===== config.mk =====
export PLATFORM = sky130hd
export DESIGN_NAME = seq_addsub
export DESIGN_NICKNAME = d
export VERILOG_FILES = /design/src/rtl/seq_addsub_pkg.sv /design/src/rtl/seq_addsub_slice.sv /design/src/rtl/seq_addsub.sv
export SDC_FILE = /design/constraint.sdc
export NUM_CORES = 1
export LEC_CHECK = 0
export ABC_AREA = 0
export CORE_AREA = 2 2 83 85
export DETAILED_ROUTE_END_ITERATION = 8
export DIE_AREA = 0 0 85 87
export HOLD_SLACK_MARGIN = 0.08
export PLACE_DENSITY = 0.78
export SYNTH_ARGS = -nofsm -noshare
export SYNTH_HDL_FRONTEND = slang
export SYNTH_HIERARCHICAL = 1
export SYNTH_SLANG_ARGS = --single-unit

===== constraint.sdc =====
create_clock -name clk -period 3.5 [get_ports clk]
set_input_delay 1.05 -clock clk [delete_from_list [all_inputs] [get_ports clk]]
set_output_delay 1.05 -clock clk [all_outputs]
set_load 0.05 [all_outputs]

===== src/rtl/seq_addsub_pkg.sv =====
// seq_addsub_pkg: shared FSM state encoding and chunk-counter sizing for seq_addsub.
package seq_addsub_pkg;
    typedef enum logic [1:0] {IDLE, RUN, DONE} state_e;
    function automatic int cnt_width(input int nch);
        return nch > 1 ? $clog2(nch) : 1;
    endfunction
endpackage


===== src/rtl/seq_addsub_slice.sv =====
// addsub_slice: combinational CHUNK-bit ripple adder; also exposes the carry into its MSB.
module addsub_slice #(
    parameter int CHUNK = 4
) (
    input  logic [CHUNK-1:0] a,
    input  logic [CHUNK-1:0] b,
    input  logic             cin,
    output logic [CHUNK-1:0] s,
    output logic             cout,
    output logic             cmsb
);
    logic c;
    always_comb begin
        s    = '0;
        c    = cin;
        cmsb = cin;
        for (int i = 0; i < CHUNK; i++) begin
            if (i == CHUNK - 1) cmsb = c;
            s[i] = a[i] ^ b[i] ^ c;
            c    = (a[i] & b[i]) | (c & (a[i] ^ b[i]));
        end
        cout = c;
    end
endmodule


===== src/rtl/seq_addsub.sv =====
// seq_addsub: multi-cycle add/sub, CHUNK bits per clock with valid/ready on both sides.
// Define SEQ_ADDSUB_SATURATE_EN to clamp S to the signed range on overflow.
module seq_addsub
    import seq_addsub_pkg::*;
#(
    parameter int WIDTH = 16,
    parameter int CHUNK = 4
) (
    input  logic             clk,
    input  logic             rst,
    input  logic             in_valid,
    output logic             in_ready,
    input  logic [WIDTH-1:0] A,
    input  logic [WIDTH-1:0] B,
    input  logic             Sub,
    output logic             out_valid,
    input  logic             out_ready,
    output logic [WIDTH-1:0] S,
    output logic             Cout,
    output logic             V,
    output logic             Z,
    output logic             N
);
    localparam int NCH = WIDTH / CHUNK;
    localparam int CW  = cnt_width(NCH);

    state_e           state_q, state_d;
    logic [WIDTH-1:0] a_q, a_d, b_q, b_d, r_q, r_d, s_q, s_d;
    logic [CW-1:0]    cnt_q, cnt_d;
    logic             c_q, c_d, cout_q, cout_d, v_q, v_d, z_q, z_d, n_q, n_d;
    logic [CHUNK-1:0] sl_s;
    logic             sl_co, sl_cm, last;
    logic [WIDTH-1:0] raw, res;

    addsub_slice #(.CHUNK(CHUNK)) u_slice (
        .a    (a_q[CHUNK-1:0]),
        .b    (b_q[CHUNK-1:0]),
        .cin  (c_q),
        .s    (sl_s),
        .cout (sl_co),
        .cmsb (sl_cm)
    );

    // Result bits enter at the top so the final chunk lands the word in place.
    if (NCH == 1) begin : g_one
        assign raw = sl_s;
    end else begin : g_many
        assign raw = {sl_s, r_q[WIDTH-1:CHUNK]};
    end

`ifdef SEQ_ADDSUB_SATURATE_EN
    assign res = !(sl_cm ^ sl_co) ? raw :
                 raw[WIDTH-1] ? {1'b0, {(WIDTH-1){1'b1}}} : {1'b1, {(WIDTH-1){1'b0}}};
`else
    assign res = raw;
`endif

    assign last = cnt_q == CW'(NCH - 1);

    always_comb begin
        state_d = state_q;
        a_d     = a_q;
        b_d     = b_q;
        r_d     = r_q;
        c_d     = c_q;
        cnt_d   = cnt_q;
        s_d     = s_q;
        cout_d  = cout_q;
        v_d     = v_q;
        z_d     = z_q;
        n_d     = n_q;
        case (state_q)
            IDLE: if (in_valid) begin
                a_d     = A;
                b_d     = B ^ {WIDTH{Sub}};
                c_d     = Sub;
                cnt_d   = '0;
                state_d = RUN;
            end
            RUN: begin
                a_d   = a_q >> CHUNK;
                b_d   = b_q >> CHUNK;
                c_d   = sl_co;
                r_d   = raw;
                cnt_d = cnt_q + CW'(1);
                if (last) begin
                    state_d = DONE;
                    s_d     = res;
                    cout_d  = sl_co;
                    v_d     = sl_cm ^ sl_co;
                    z_d     = res == '0;
                    n_d     = res[WIDTH-1];
                end
            end
            DONE: state_d = out_ready ? IDLE : DONE;
            default: state_d = IDLE;
        endcase
    end

    always_ff @(posedge clk or posedge rst) begin
        if (rst) begin
            state_q <= IDLE;
            a_q     <= '0;
            b_q     <= '0;
            r_q     <= '0;
            c_q     <= 1'b0;
            cnt_q   <= '0;
            s_q     <= '0;
            cout_q  <= 1'b0;
            v_q     <= 1'b0;
            z_q     <= 1'b0;
            n_q     <= 1'b0;
        end else begin
            state_q <= state_d;
            a_q     <= a_d;
            b_q     <= b_d;
            r_q     <= r_d;
            c_q     <= c_d;
            cnt_q   <= cnt_d;
            s_q     <= s_d;
            cout_q  <= cout_d;
            v_q     <= v_d;
            z_q     <= z_d;
            n_q     <= n_d;
        end
    end

    assign in_ready  = state_q == IDLE;
    assign out_valid = state_q == DONE;
    assign S         = s_q;
    assign Cout      = cout_q;
    assign V         = v_q;
    assign Z         = z_q;
    assign N         = n_q;
endmodule


==> results_dict.tcl <==
set metrics [dict create \
    initial_core_util_pct 50.5 \
    crit_required_ns 2.45 \
    gp_congestion 0.762 \
    tightest_slew_ns 0.764 \
    final_cells 425 \
    seqPwrFrac_pct 35.0 \
    chipWidth_um 85 \
    layout_setup_ws_ns 0.467 \
    drive_above_1_share_pct 14.5 \
    grt.overflow.total 0 \
    worst_path_dominant_cell_family "buffers and inverters" \
    cts_tree "built" \
    hpwlAfterDp_um 4180 \
    rsz0062_at_grt "false" \
    tns_ns 0 \
    skew_ns 0.00695 \
    dp.cells 409 \
    antenna_found_initial 0 \
    cts.sinks 68 \
    max_cap_viol_count 0 \
    area_growth_pct 23.5 \
    drtAntennaViolNets 0 \
    nNetsFinal 382 \
    fin_crit_ns 3.03 \
    cp_cell_sequence "nor2_1 > clkdlybuf4s50_1" \
    place_ws_ns 0.826 \
    crit_buf_inv 1 \
    syn_area_um2 3320 \
    power_leakage_uw 0.00180 \
    yosysMostFrequentCell "dfrtp_1" \
    wl_per_cell_um 14.4 \
    num_rows 30 \
    diodes 0 \
    holdBufCountCts 0 \
    first_iter_violations 55 \
    power_uw 4040 \
    io_buffers 58 \
    yosysTopAreaCell "dfrtp_1" \
    die_y_um 87 \
    grt_usage_pct 18.2 \
    period_share_pct 86.7 \
    via_per_inst 5.26 \
    fp.dieArea_um2 7400 \
    cp-start-kind "flop" \
    setup_violations 0 \
    combPwrFrac_pct 48.9 \
    p_sw_uw 1620 \
    maxSlewHeadroom_pct 48.9 \
    vdd_drop_max_uv 573 \
    synthTopCellsByCount "dfrtp_1, a21oi_1, nand2_1, o21ai_0, nor2b_1" \
    cts-root-buf "clkbuf_8" \
    p_clk_share_pct 16.0 \
    synthCells 286 \
    power.density_nw_per_um2 986 \
    cts_resized 0 \
    syn_avg_cell_area_um2 11.6 \
    crit_arrival_ns 1.98 \
    ios 59 \
    critPathSlowestCell "clkdlybuf4s50_1" \
    hold_viol_final 0 \
    cts_made_buffers 9 \
    synthArstFlopShare_pct 100 \
    synth_edf_count 0 \
    drc 0 \
    synth_top_area_share_pct 51.3 \
    syn_nets 328 \
    grt_max_degree 37 \
    routed_wl_um 6130 \
    slowest_delay_ns 0.84 \
    hold_path.class "flop to flop" \
    ys_types 32 \
    yosys_warnings 6 \
    ys_seq_area_share_pct 51.3 \
    end_kind "primary output" \
    core_area_um2 6570 \
    clk_path_buf_depth 2 \
    slew_viol_final 0 \
    fmax_ghz 0.330 \
    insertion_delay_ns 0.34 \
    cts.clk_slew.worst_paths_ns 0.07 \
    worstPathMaxFanout 19 \
    internal_power_uw 2420 \
    worstSetupPathType "flop to primary output" \
    status "complete, no violations" \
    drt-pass1-iter-count 4 \
    synth.area.top_cells "dfrtp_1, mux2_2, a21oi_1" \
    postCtsSetupBuffers 0 \
    ys.flop_type "dfrtp_1" \
    cts_max_level 3 \
    sw_frac_of_total_pct 40.2 \
    grt_pass1_vias 2145 \
    synth-seq-cells 68 \
    vias 2235 \
    grt_pass1_wl_um 10400 \
]
==> sequential cells by signal, indices dropped and copies added (netlist names) <==
signal,cells
c_q,1
b_q,16
cnt_q,2
S,16
V,1
a_q,16
r_q,12
Cout,1
Z,1
state_q,2
==> per-layer routing <==
metal  part of all wire [%]  track usage (%)  up-vias  routed length [µm]
li1                       -                -     1094                   -
met4                    1.7             8.66        0                 104
met2                     48             28.6       53                2930
met1                     46             23.7     1079                2810
met3                    4.7             4.93        9                 289
met5                      0                0        -                   0
==> metrics by stage <==
stage | area [µm²] | utilization, % | hold slack, ns
2_1_floorplan | 3320 | - | 0.450
3_3_place_gp | 3890 | 59.3 | 0.461
3_5_place_dp | 3890 | 59.3 | 0.471
4_1_cts | 4100 | 62.4 | 0.487
5_1_grt | 4100 | 62.4 | 0.506
6_report | 4100 | 62.4 | 0.487
==> power by group through the flow <==
| stage | clock (µW) | sequential [µW] | combinational, µW |
|---|---|---|---|
| 2_1_floorplan | 0 | 1710 | 1250 |
| 3_3_place_gp | 0 | 1410 | 1940 |
| 3_5_place_dp | 0 | 1430 | 1990 |
| 4_1_cts | 668 | 1410 | 2000 |
| 5_1_grt | 711 | 1470 | 2130 |
| 6_report | 648 | 1420 | 1980 |
==> path summary, 6_finish.rpt <==
check,start,endpoint,depth (start not counted),slack (ns)
min in group asynchronous,rst,r_q[4]$_DFFE_PP0P_,2,1.06
max in group asynchronous,rst,b_q[0]$_DFFE_PP0P_,3,1.75
worst max-delay path,state_q[0]$_DFFE_PP0P_,in_ready,2,0.47
worst min register to register,a_q[5]$_DFFE_PP0P_,a_q[5]$_DFFE_PP0P_,2,0.49
worst max register to register,a_q[0]$_DFFE_PP0P_,Z$_DFFE_PP0P_,9,0.99
worst min-delay path,a_q[5]$_DFFE_PP0P_,a_q[5]$_DFFE_PP0P_,2,0.49
==> layout make-up <==
| type | instances | area, µm² |
|---|---|---|
| repair buffers | 64 | 626 |
| flip-flops and latches | 68 | 1700 |
| inverters | 10 | 37.5 |
| clock buffers | 12 | 155 |
| well taps | 80 | 100 |
| clock inverters | 4 | 47.5 |
| multi-input cells | 187 | 1430 |
| fillers | 533 | 2470 |
==> worst min-delay path: cells and delay by family (launching register included) <==
kind,cells,cell delay (ns)
flip-flops,1,0.35
AND/OR/NAND/NOR,1,0.05
AO/OA/AOI/OAI,1,0.06
==> cells in the final DEF (no fill, tap or decap), types with 2 or more instances in the layout <==
cell,instances
nand2_1,21
nor2_1,3
clkinv_2,2
nor4_1,4
clkdlybuf4s50_1,58
mux2_4,8
xor2_1,4
and3b_1,13
o21ai_0,21
mux2_1,5
a21oi_1,32
a32o_1,2
clkbuf_8,11
dfrtp_1,68
inv_1,9
o22a_1,12
nor2b_1,18
buf_4,6
mux2_2,17
fa_1,4
and2b_1,2
xnor2_1,13
==> cell families (layout without fill, tap and decap cells) <==
kind of cell | count (synthesis) | after routing | synth area share (%)
xor gates and xnor gates | 17 | 17 | 4.49
AOI/OAI and AO/OA | 70 | 70 | 12.7
muxes | 30 | 30 | 11.1
adders and majority gates | 5 | 5 | 2.79
buffers and inverters | 31 | 90 | 5.62
DFF | 68 | 68 | 51.3
and+or+nand+nor | 65 | 65 | 12.0
No activity file was read; power rests on OpenSTA's default activity.
==> edit (same flow settings) <==
`CHUNK` is set to 4 in 2 places; all go to 5.
--- a/src/rtl/seq_addsub_slice.sv
+++ b/src/rtl/seq_addsub_slice.sv
@@ -2,3 +2,3 @@
 module addsub_slice #(
-    parameter int CHUNK = 4
+    parameter int CHUNK = 5
 ) (
--- a/src/rtl/seq_addsub.sv
+++ b/src/rtl/seq_addsub.sv
@@ -6,3 +6,3 @@
     parameter int WIDTH = 16,
-    parameter int CHUNK = 4
+    parameter int CHUNK = 5
 ) (
Function: changed (a bounded check fails within 10 cycles, from zero or initial values and one cycle with rst high).
==> edit against the unedited design <==
- core utilization is 1.0 points higher
- synthesized area is 0.11% higher
- routed wire length is 6.6% higher
- sequential cell count is 1 lower
- power is 4.1% higher
- design area is 1.6% higher
- combinational power is 4% higher
- register-to-register slack worse by 240 ps
- setup slack better by 8.6 ps
==> edit: results (changes against the unedited design) <==
[detailed_routing]
drt_iter0_markers = 74  ; +35%
wirelength_mm = 6.53  ; +6.6%

[layout]
layout.nets = 410  ; +7.3%
layoutNonFillerInstCount = 452  ; +6.4%
drive_above_1_share_pct = 14.2  ; -0.25 points

[synthesis]
netlist_top_cells_area = dfrtp_1 (50%), nand2_1 (6.3%), a21oi_1 (4.7%)
synth_cells = 313  ; +9.4%
synth.net_count = 356  ; +8.5%
synth_mux_area_share_pct = 6.89  ; -4.2 points
ys_seq_area_share_pct = 50.5  ; -0.81 points
yosys.area_share.xor_xnor_pct = 4.48  ; -0.0051 points
synthAdderAreaFrac_pct = 3.39  ; +0.60 points

[run_status]
outcome = finished, final reports clean

[place]
placed_cell_area_mm2 = 0.00393  ; +0.77%
place_hpwl_mm = 4.55  ; +8.8%
dp_worst_setup_slack_ps = 745  ; -80.3 ps
dpl.cell_count = 436  ; +6.6%
gp_congestion = 0.765  ; +0.45%

[global_route]
grt_pass1_wl_mm = 10.8  ; +4.3%
grt_pass1_vias = 2298  ; +7.1%
grt_max_degree = 68  ; +84%
grt.total_usage_pct = 18.7  ; +0.48 points

[pwr]
vdd_drop_max_uv = 710  ; +24%
internal_power_mw = 2.47  ; +2.1%
p_leak_nw = 1.93  ; +6.9%

[sta]
finClkSkew_ps = 11.5  ; +4.59 ps
worstMarginPinSlew_ps = 732  ; -31.9 ps
period_share_pct = 86.4  ; -0.24 points
hold_slack_ps = 482  ; -4.39 ps

[setup_path]
cp_max_fo = 13  ; -6
reg2reg_slack_ps = 750  ; -240 ps

==> edit: changes by cell type after synthesis, moves of 3 or more <==
cell and change:
nand2_1 +35, mux2_2 -10, o22a_1 -10, o22a_2 +9, mux2_1 -5, inv_1 +3
o21ai_0 +3
==> edit: final cells by class <==
class	count	area (µm²)
tap	80	100
clock buffer	9	124
clock inverter	7	116
inverter	13	48.8
fill	548	2400
multi-input combinational	211	1450
sequential	67	1680
timing repair buffer	65	646
==> edit: kinds of logic after synthesis <==
| group | Yosys count |
|---|---|
| flip-flops | 67 |
| buffers and inverters | 35 |
| multiplexers | 17 |
| AO/OA/AOI/OAI | 70 |
| AND/OR/NAND/NOR | 101 |
| adder cells (fa/ha/maj) | 6 |
| XOR/XNOR | 17 |
==> edit: power by group through the flow <==
stage	clock network [mW]	logic (mW)	registers (mW)
after floorplan	0	1.29	1.66
after global placement	0	2.01	1.37
after detailed placement	0	2.07	1.39
after CTS	0.782	2.08	1.38
after global routing	0.814	2.26	1.42
final	0.768	2.06	1.38
==> edit: final timing paths <==
path / end / start / cells after the start
worst max-delay path: out_valid / state_q[1] / 4
max in group asynchronous: b_q[12] / rst / 3
worst max register to register: Z / a_q[0] / 12
min in group asynchronous: S[8] / rst / 3
worst min-delay path: a_q[9] / a_q[9] / 2
worst min register to register: a_q[9] / a_q[9] / 2
==> edit: routing by layer <==
metal | track usage, % | wire [µm]
met3 | 3.22 | 283
met1 | 24.3 | 2970
met5 | 0 | 0
met2 | 30.1 | 3090
met4 | 10.1 | 191
==> edit: critical path, stage by stage, from the launching register on <==
cell and delay, ps:
dfrtp_1 410, buf_4 230, nand2b_1 120, inv_1 70, clkdlybuf4s50_1 800
